<file path="config.mk">
export PLATFORM = sky130hd
export DESIGN_NAME = uncached_wr_buffer_flat
export DESIGN_NICKNAME = d
export VERILOG_FILES = /design/src/rtl/uncached_wr_buffer_pkg.sv /design/src/rtl/axi3_wr_if.sv /design/src/rtl/wb_fifo.sv /design/src/rtl/uncached_wr_buffer.sv /design/src/flat_wrapper.sv
export SDC_FILE = /design/constraint.sdc
export NUM_CORES = 1
export LEC_CHECK = 0
export CORE_ASPECT_RATIO = 1.2
export CORE_MARGIN = 2
export CORE_UTILIZATION = 45
export DETAILED_ROUTE_END_ITERATION = 8
export GPL_TIMING_DRIVEN = 0
export PLACE_DENSITY_LB_ADDON = 0.2
export SLEW_MARGIN = 20
export SYNTH_ARGS = -nofsm -noshare
export SYNTH_HDL_FRONTEND = slang
export SYNTH_HIERARCHICAL = 1
export SYNTH_SLANG_ARGS = --single-unit
</file>
<file path="constraint.sdc">
create_clock -name clk -period 17 [get_ports clk]
set_input_delay 1.7 -clock clk [delete_from_list [all_inputs] [get_ports clk]]
set_output_delay 1.7 -clock clk [all_outputs]
set_load 0.05 [all_outputs]
</file>
<file path="src/rtl/uncached_wr_buffer_pkg.sv">
// Shared types for the uncached posted-write buffer: FIFO entry, AXI3 write
// channel bundles and the drain FSM state encoding.
package uncached_wr_buffer_pkg;

  typedef logic [31:0] phys_t;
  typedef logic [31:0] uint32_t;

  typedef struct packed {
    phys_t      paddr;
    logic [3:0] be;
    uint32_t    wrdata;
  } wb_entry_t;

  typedef struct packed {
    logic [31:0] awaddr;
    logic [3:0]  awlen;
    logic [2:0]  awsize;
    logic [1:0]  awburst;
    logic [1:0]  awlock;
    logic [3:0]  awcache;
    logic [2:0]  awprot;
    logic        awvalid;
    logic [31:0] wdata;
    logic [3:0]  wstrb;
    logic        wlast;
    logic        wvalid;
    logic        bready;
  } axi3_wr_req_t;

  typedef struct packed {
    logic       awready;
    logic       wready;
    logic [1:0] bresp;
    logic       bvalid;
  } axi3_wr_resp_t;

  typedef enum logic [1:0] {
    WB_IDLE = 2'd0,
    WB_SEND = 2'd1,
    WB_RESP = 2'd2
  } wb_state_e;

endpackage

</file>
<file path="src/rtl/axi3_wr_if.sv">
// AXI3 write-channel bundle (AW, W, B) with master/slave views.
interface axi3_wr_if
  import uncached_wr_buffer_pkg::*;
#(
  parameter int BUS_WIDTH = 4
) ();
  axi3_wr_req_t         axi3_wr_req;
  axi3_wr_resp_t        axi3_wr_resp;
  logic [BUS_WIDTH-1:0] awid;
  logic [BUS_WIDTH-1:0] wid;
  logic [BUS_WIDTH-1:0] bid;

  modport master (output axi3_wr_req, output awid, output wid,
                  input  axi3_wr_resp, input bid);
  modport slave  (input  axi3_wr_req, input awid, input wid,
                  output axi3_wr_resp, output bid);
endinterface

</file>
<file path="src/rtl/wb_fifo.sv">
// Circular store queue with per-slot valid bits and a parallel word-address
// match across every occupied slot, including the head still awaiting B.
module wb_fifo
  import uncached_wr_buffer_pkg::*;
#(
  parameter int  DEPTH   = 8,
  parameter type entry_t = wb_entry_t
) (
  input  logic   clk,
  input  logic   rst_n,
  input  logic   push_i,
  input  entry_t push_entry_i,
  input  logic   pop_i,
  input  phys_t  query_paddr_i,
  output logic   full_o,
  output logic   empty_o,
  output entry_t head_o,
  output logic   query_hit_o
);
  localparam int PW = $clog2(DEPTH);
  localparam int CW = $clog2(DEPTH + 1);

  logic [PW-1:0]    rd_ptr_q, wr_ptr_q;
  logic [CW-1:0]    count_q;
  logic [DEPTH-1:0] vld_q;
  entry_t           mem_q [DEPTH];
  logic             push_acc, pop_acc;

  assign full_o   = (count_q == CW'(DEPTH));
  assign empty_o  = (count_q == '0);
  assign push_acc = push_i && !full_o;
  assign pop_acc  = pop_i && !empty_o;
  assign head_o   = mem_q[rd_ptr_q];

  always_ff @(posedge clk) begin
    if (!rst_n) begin
      rd_ptr_q <= '0;
      wr_ptr_q <= '0;
      count_q  <= '0;
      vld_q    <= '0;
    end else begin
      if (push_acc) begin
        vld_q[wr_ptr_q] <= 1'b1;
        wr_ptr_q        <= wr_ptr_q + 1'b1;
      end
      if (pop_acc) begin
        vld_q[rd_ptr_q] <= 1'b0;
        rd_ptr_q        <= rd_ptr_q + 1'b1;
      end
      count_q <= count_q + CW'(push_acc) - CW'(pop_acc);
    end
  end

  // Payload needs no reset; the valid bits qualify every read of it.
  always_ff @(posedge clk) begin
    if (push_acc) mem_q[wr_ptr_q] <= push_entry_i;
  end

  always_comb begin
    query_hit_o = 1'b0;
    for (int i = 0; i < DEPTH; i++) begin
      if (vld_q[i] && (mem_q[i].paddr[31:2] == query_paddr_i[31:2])) query_hit_o = 1'b1;
    end
  end

  logic unused_query_lsb;
  assign unused_query_lsb = ^query_paddr_i[1:0];

endmodule

</file>
<file path="src/rtl/uncached_wr_buffer.sv">
// Posted-write buffer for uncached stores: queues single-word stores and
// drains them in order as single-beat AXI3 writes, one outstanding at a time.
module uncached_wr_buffer
  import uncached_wr_buffer_pkg::*;
#(
  parameter int DEPTH     = 8,
  parameter int AXI_ID    = 0,
  parameter int BUS_WIDTH = 4
) (
  input  logic        clk,
  input  logic        rst_n,
  input  logic        push,
  input  logic [31:0] push_paddr,
  input  logic [3:0]  push_be,
  input  logic [31:0] push_wrdata,
  output logic        push_ready,
  input  logic [31:0] query_paddr,
  output logic        query_hit,
  output logic        empty,
  axi3_wr_if.master   axi
);
  wb_state_e    state_q, state_d;
  logic         aw_done_q, aw_done_d, w_done_q, w_done_d;
  logic         fifo_full, fifo_empty, pop;
  wb_entry_t    push_entry, head;
  axi3_wr_req_t req;
  logic         aw_fin, w_fin;

  assign push_entry = '{paddr: push_paddr, be: push_be, wrdata: push_wrdata};

  wb_fifo #(.DEPTH(DEPTH), .entry_t(wb_entry_t)) u_fifo (
    .clk          (clk),
    .rst_n        (rst_n),
    .push_i       (push),
    .push_entry_i (push_entry),
    .pop_i        (pop),
    .query_paddr_i(query_paddr),
    .full_o       (fifo_full),
    .empty_o      (fifo_empty),
    .head_o       (head),
    .query_hit_o  (query_hit)
  );

  assign push_ready = !fifo_full;
  assign empty      = fifo_empty && (state_q == WB_IDLE);
  assign pop        = (state_q == WB_RESP) && axi.axi3_wr_resp.bvalid;

  always_ff @(posedge clk) begin
    if (!rst_n) begin
      state_q   <= WB_IDLE;
      aw_done_q <= 1'b0;
      w_done_q  <= 1'b0;
    end else begin
      state_q   <= state_d;
      aw_done_q <= aw_done_d;
      w_done_q  <= w_done_d;
    end
  end

  always_comb begin
    state_d     = state_q;
    aw_done_d   = aw_done_q;
    w_done_d    = w_done_q;
    req         = '0;
    req.awaddr  = {head.paddr[31:2], 2'b00};
    req.awsize  = 3'b010;
    req.awburst = 2'b01;
    req.wdata   = head.wrdata;
    req.wstrb   = head.be;
    req.wlast   = 1'b1;
    aw_fin      = 1'b0;
    w_fin       = 1'b0;
    case (state_q)
      WB_IDLE: if (!fifo_empty) state_d = WB_SEND;
      WB_SEND: begin
        req.awvalid = !aw_done_q;
        req.wvalid  = !w_done_q;
        // A handshake completing this cycle counts as done.
        aw_fin = aw_done_q || axi.axi3_wr_resp.awready;
        w_fin  = w_done_q  || axi.axi3_wr_resp.wready;
        if (aw_fin && w_fin) begin
          state_d   = WB_RESP;
          aw_done_d = 1'b0;
          w_done_d  = 1'b0;
        end else begin
          aw_done_d = aw_fin;
          w_done_d  = w_fin;
        end
      end
      WB_RESP: begin
        req.bready = 1'b1;
        if (axi.axi3_wr_resp.bvalid) state_d = WB_IDLE;
      end
      default: state_d = WB_IDLE;
    endcase
  end

  assign axi.axi3_wr_req = req;
  assign axi.awid        = BUS_WIDTH'(AXI_ID);
  assign axi.wid         = BUS_WIDTH'(AXI_ID);

  logic unused_axi;
  assign unused_axi = ^{axi.axi3_wr_resp.bresp, axi.bid, head.paddr[1:0]};

endmodule

</file>
<file path="src/flat_wrapper.sv">
// flat-port wrapper written by rule: the top's interface ports become plain ports
module uncached_wr_buffer_flat import uncached_wr_buffer_pkg::*;
#(
  parameter int DEPTH     = 8,
  parameter int AXI_ID    = 0,
  parameter int BUS_WIDTH = 4
)
  (clk, rst_n, push, push_paddr, push_be, push_wrdata, push_ready, query_paddr, query_hit, empty, axi_axi3_wr_req, axi_awid, axi_wid, axi_axi3_wr_resp, axi_bid);
  axi3_wr_if #(.BUS_WIDTH(BUS_WIDTH)) axi_i ();
  input  logic clk;
  input  logic rst_n;
  input  logic push;
  input  logic [31:0] push_paddr;
  input  logic [3:0] push_be;
  input  logic [31:0] push_wrdata;
  output logic push_ready;
  input  logic [31:0] query_paddr;
  output logic query_hit;
  output logic empty;
  output wire logic [$bits(axi_i.axi3_wr_req)-1:0] axi_axi3_wr_req;
  output wire logic [$bits(axi_i.awid)-1:0] axi_awid;
  output wire logic [$bits(axi_i.wid)-1:0] axi_wid;
  input wire logic [$bits(axi_i.axi3_wr_resp)-1:0] axi_axi3_wr_resp;
  input wire logic [$bits(axi_i.bid)-1:0] axi_bid;
  assign axi_axi3_wr_req = axi_i.axi3_wr_req;
  assign axi_awid = axi_i.awid;
  assign axi_wid = axi_i.wid;
  assign axi_i.axi3_wr_resp = axi_axi3_wr_resp;
  assign axi_i.bid = axi_bid;
  uncached_wr_buffer #(.DEPTH(DEPTH), .AXI_ID(AXI_ID), .BUS_WIDTH(BUS_WIDTH)) u_core (.clk(clk), .rst_n(rst_n), .push(push), .push_paddr(push_paddr), .push_be(push_be), .push_wrdata(push_wrdata), .push_ready(push_ready), .query_paddr(query_paddr), .query_hit(query_hit), .empty(empty), .axi(axi_i));
endmodule
</file>
==> results of run 1 <==
[metal layers]
| metal | global-route usage (%) | vias to the layer above |
|---|---|---|
| met1 | 29.3 | 6706 |
| met4 | 9.93 | 6 |
| met2 | 40.0 | 436 |
| li1 | - | 5512 |
| met5 | 0 | - |
| met3 | 4.09 | 125 |
[critical path, delay by kind of cell]
kind,cells,cell delay (ps)
xor+xnor,1,360
simple gates,3,1090
buf+inv,2,1010
compound gates,1,140
[worst max-delay path by stage]
stage / start / end / slack (ps) / cells after the start
3_5_place_dp: query_paddr[31] / query_hit / 11090 / 7
3_3_place_gp: push / u_core/u_fifo/vld_q[1] / 3360 / 5
6_report: query_paddr[29] / query_hit / 11000 / 7
4_1_cts: query_paddr[29] / query_hit / 11070 / 7
5_1_grt: query_paddr[29] / query_hit / 10990 / 7
2_1_floorplan: push / u_core/u_fifo/vld_q[1] / 9590 / 4
[power breakdown]
group / switching, mW / total, mW / internal [mW]
registers: 0.0276 / 1.59 / 1.56
clock network: 0.514 / 1.24 / 0.729
logic: 0.321 / 0.525 / 0.204
[cell type report]
| cell class | count | area share (%) |
|---|---|---|
| timing repair buffer | 186 | 7.51 |
| tap | 705 | 3.04 |
| multi-input combinational | 634 | 24.6 |
| inverter | 8 | 0.103 |
| clock inverter | 31 | 1.20 |
| clock buffer | 73 | 5.18 |
| antenna | 5 | 0.0431 |
| sequential | 553 | 56.3 |
| buffer | 99 | 2.04 |
[flip-flops by register name (all words and copies together) (netlist names), named ones only]
name	flops
u_core/u_fifo/count_q	4
u_core/u_fifo/mem_q	528
u_core/w_done_q	1
u_core/u_fifo/rd_ptr_q	3
u_core/state_q	2
u_core/u_fifo/vld_q	8
u_core/aw_done_q	1
u_core/u_fifo/wr_ptr_q	3
==> results.ini, run 1 <==
[sta]
fin_hold_ws_ps=515
tightest_slew_ps=1110
fin_crit_sh_pct=35.3
fin_setup_tns_ps=0
skew_ps=18.2
slew_headroom_pct=26.0
hold_viol=0
drv_slew=0
layout_setup_ws_ps=11000
rsz0062_at_grt=false
fin_crit_ps=6000
finalSetupViolCount=0
fmax_mhz=167

[synth]
synth_cells=1267
syn-cell-area_sq_mm=0.0240
synth.avg_cell_area_sq_um=18.9
synth_warnings=6

[min_path]
hold_end=u_core/u_fifo/wr_ptr_q[0]
whs_path_depth=2
min_from=u_core/u_fifo/wr_ptr_q[0]
timing.hold.worst.class=reg2reg

[place]
place_inst=2185
portBuffers=143
dp_hpwl_microns=46600
pre_cts_slack_ps=11090
placedInstanceArea_sq_mm=0.0272
place_congestion=0.974

[final_layout]
drive_above_1_share_pct=26.5
fin_nets=1659
multiInputGateArea_sq_mm=0.00713
regArea_sq_mm=0.0164
fin_cells=2294
final_cell_mix=edfxtp_1, xnor2_1, clkdlybuf4s50_1
syn2layout_area_growth_pct=21.2
utilization_pct=55.2
n_fill_cell=4127
final_common_cell=edfxtp_1
final_cell_area_sq_mm=0.0290

[die]
rows=92
pin_count=213
die_area_sq_mm=0.0551
initial_utilization_pct=45.5
chipWidth_microns=215
core_sq_mm=0.0526
die_h_microns=257

[clock_tree]
htreeDepth=2
ctsHoldBuffers=0
cts-root-buf=clkbuf_16
tritoncts=done
clock_path_buffers=3
clk_latency_ps=620
cts_setup_buffers=0
cts-buffers-inserted=56
cts-resized-gates=0
clock-sinks=553
clk_pin_slew_ps=60

[worst_setup_path]
r2r.worst_path.cells=11
critPathCaptureType=output port
crit_required_ps=15300
cp_slowest_cell=clkdlybuf4s50_1
max_stage_delay_ps=830
cp_max_fo=8
timing.rr.end=u_core/u_fifo/mem_q[0][9]
regToRegSetupSlack_ps=13750
startpoint_type=input pin
crit_type=in2out
crit_top_cell=nand4_1
cp.arrival_ps=4300
reg2reg_from=u_core/u_fifo/count_q[2]
path_cells=buf_2, xnor2_1, nand4_1, nor4_1, a22oi_1, nand4_1, clkdlybuf4s50_1

[power_and_ir_drop]
ir_drop_mv=0.0917
p_leak_nw=9.02
finalPower_mw=3.36
p_per_area_mw_per_mm2=116

[run]
drv_cap=0

[global_routing]
grt_use_total_pct=23.3
grt_max_degree=20
grt_pass1_wl_microns=92100
grt_pass1_vias=13200
grt_overflow_total=0
antenna_found_initial=6

[drt]
drt_first_pass_iters=5
vias=12800
routed.top_layer=met5
wl_per_cell_microns=27.9
drt-initial-drc-count=1014
final_antenna_net_count=0
routed_wl_microns=64000
met3RoutedLength_microns=3670
dr_wl_met2_microns=32700
post-route-drc-count=0
routed_via_density=5.57
met1Wirelength_microns=24800

[run_status]
outcome=completed

Power figures use the tool's default switching activity.
==> run 2, diff against run 1 <==
- clock period: 17 -> 5.1 ns (I/O delays scaled with it)
==> results.ini, run 2 (synthesized netlist as in run 1, its figures left out) <==
[sta]
fin_crit_ps=4140
drv_slew=0  ; unchanged
fin_setup_tns_ps=0  ; unchanged
tightest_slew_ps=1100  ; -11.2 ps
finalSetupViolCount=0  ; unchanged
slew_headroom_pct=26.7  ; +0.75 points
rsz0062_at_grt=false
skew_ps=12.6  ; -5.54 ps
hold_viol=0  ; unchanged
fin_crit_sh_pct=81.2
fmax_mhz=241

[worst_setup_path]
regToRegSetupSlack_ps=1980  ; -11,770 ps
r2r.worst_path.cells=10  ; -1
path_cells=clkbuf_1, clkbuf_1, buf_2, mux2_2, clkdlybuf4s50_1
crit_required_ps=4590  ; -10,710 ps
max_stage_delay_ps=760  ; -70 ps
cp_top_family=buffers and inverters
timing.rr.end=u_core/u_fifo/mem_q[1][14]
startpoint_type=register
cp.arrival_ps=3630  ; -670 ps
cp_slowest_cell=clkdlybuf4s50_1
critPathCaptureType=output port
crit_buf_inv=4  ; +2
reg2reg_from=u_core/u_fifo/count_q[2]
cp_max_fo=10  ; +2
crit_type=reg2out
crit_top_cell=clkbuf_1

[drt]
vias=12600  ; -1.5%
routed_wl_microns=63600  ; -0.63%
wl_per_cell_microns=27.9  ; -0.11%
post-route-drc-count=0  ; unchanged
routed_via_density=5.52  ; -0.94%
drt-initial-drc-count=1156  ; +14%
final_antenna_net_count=0  ; unchanged
drt_first_pass_iters=5  ; unchanged

[die]
initial_utilization_pct=45.5  ; unchanged
die_area_sq_mm=0.0551  ; unchanged
pin_count=213  ; unchanged
chipWidth_microns=215  ; unchanged
core_sq_mm=0.0526  ; unchanged
die_h_microns=257  ; unchanged
rows=92  ; unchanged

[final_layout]
final_common_cell=edfxtp_1
syn2layout_area_growth_pct=21.2  ; about the same
largest_register_ffs=528  ; unchanged
final_cell_mix=edfxtp_1, xnor2_1, clkdlybuf4s50_1
reg_top3=u_core/u_fifo/mem_q: 528 flops, u_core/u_fifo/vld_q: 8 flops, u_core/u_fifo/count_q: 4 flops
regMostFlops=u_core/u_fifo/mem_q
drive_above_1_share_pct=26.5  ; -0.039 points
final_cell_area_sq_mm=0.0290  ; about the same
fin_nets=1650  ; -0.54%

[clock_tree]
clk_pin_slew_ps=60  ; about the same
cts_setup_buffers=0  ; unchanged
clock-sinks=553  ; unchanged
clock_path_buffers=3  ; unchanged
tritoncts=done
cts-resized-gates=0  ; unchanged
cts-buffers-inserted=55  ; -1.8%
ctsHoldBuffers=0  ; unchanged
htreeDepth=2  ; unchanged
clk_latency_ps=610  ; about the same
cts-root-buf=clkbuf_16

[power_and_ir_drop]
ir_drop_mv=0.343  ; +270%
p_per_area_mw_per_mm2=383  ; +230%
p_leak_nw=8.99  ; -0.39%

[run_status]
outcome=completed

[run]
drv_cap=0  ; unchanged

[place]
placedInstanceArea_sq_mm=0.0272  ; +0.18%
place_congestion=0.970  ; -0.45%
dp_hpwl_microns=45800  ; -1.6%
portBuffers=143  ; unchanged

[global_routing]
grt_pass1_vias=13200  ; +0.21%
antenna_found_initial=4  ; -2
grt_pass1_wl_microns=91800  ; -0.28%
grt_use_total_pct=23.3  ; about the same
grt_overflow_total=0  ; unchanged
grt_max_degree=20  ; unchanged

[min_path]
timing.hold.worst.class=reg2reg
whs_path_depth=2  ; unchanged
hold_end=u_core/u_fifo/wr_ptr_q[0]
min_from=u_core/u_fifo/wr_ptr_q[0]

[run 2: cell count changes in the layout (fill, tap and decap cells not counted), sizes merged]
cell | previous run | this run
diode | 5 | 2
clkinv | 21 | 24
buf | 127 | 119
clkbuf | 88 | 84
bufinv | 7 | 6
inv | 10 | 9
clkinvlp | 1 | 3
[run 2: power breakdown]
group          internal, mW  switching, mW  leakage [nW]  total [mW]
combinational         0.691           1.07          3.11        1.76
sequential             5.21         0.0939          4.99        5.30
clock                  2.36           1.69         0.887        4.05
total                  8.26           2.86          8.99        11.1
[run 2: final cells by class]
class	count	area [sq um]
Antenna cell	2	5.00
Tap cell	705	882
Clock inverter	34	330
Fill cell	4131	23600
Sequential cell	553	16400
Inverter	8	30.0
Clock buffer	69	1480
Timing Repair Buffer	178	2220
Multi-Input combinational cell	634	7140
Buffer	99	593
[run 2: tightest hold or removal path, stage by stage, from the launching register on]
cell      delay (ps)
dfxtp_1          330
nand2_1           60
a21boi_0          60
[run 2: metrics by stage]
stage / total power, mW / hold WS [ps] / std cells / util, % / worst slack, ps
after floorplan: 6.48 / 469 / 1294 / - / 634
after global placement: 7.10 / 486 / 2142 / 50.1 / -3340
after detailed placement: 7.17 / 503 / 2177 / 51.7 / 1470
after CTS: 11.2 / 509 / 2280 / 55.2 / 883
after global routing: 11.5 / 549 / 2280 / 55.2 / 868
final: 11.1 / 512 / 2282 / 55.2 / 958
[run 2: worst max path at each step]
stage / from / endpoint / slack [ps] / cells past startpoint
floorplan: u_core/u_fifo/count_q[2] / u_core/u_fifo/vld_q[7] / 630 / 7
global placement: push / u_core/u_fifo/vld_q[5] / -3340 / 5
detailed placement: query_paddr[29] / query_hit / 1470 / 7
CTS: register / axi_axi3_wr_req[76] / 880 / 5
global route: register / axi_axi3_wr_req[79] / 870 / 5
finish: register / axi_axi3_wr_req[79] / 960 / 5
[run 2: routing by layer]
layer / share of wire, % / vias up / routed length [microns] / track usage (%)
met4: 4.1 / 4 / 2630 / 9.74
met1: 39 / 6590 / 24900 / 29.1
met2: 51 / 403 / 32500 / 40.2
li1: - / 5497 / - / -
met3: 5.5 / 105 / 3520 / 4.28
met5: 0.041 / - / 26 / 0
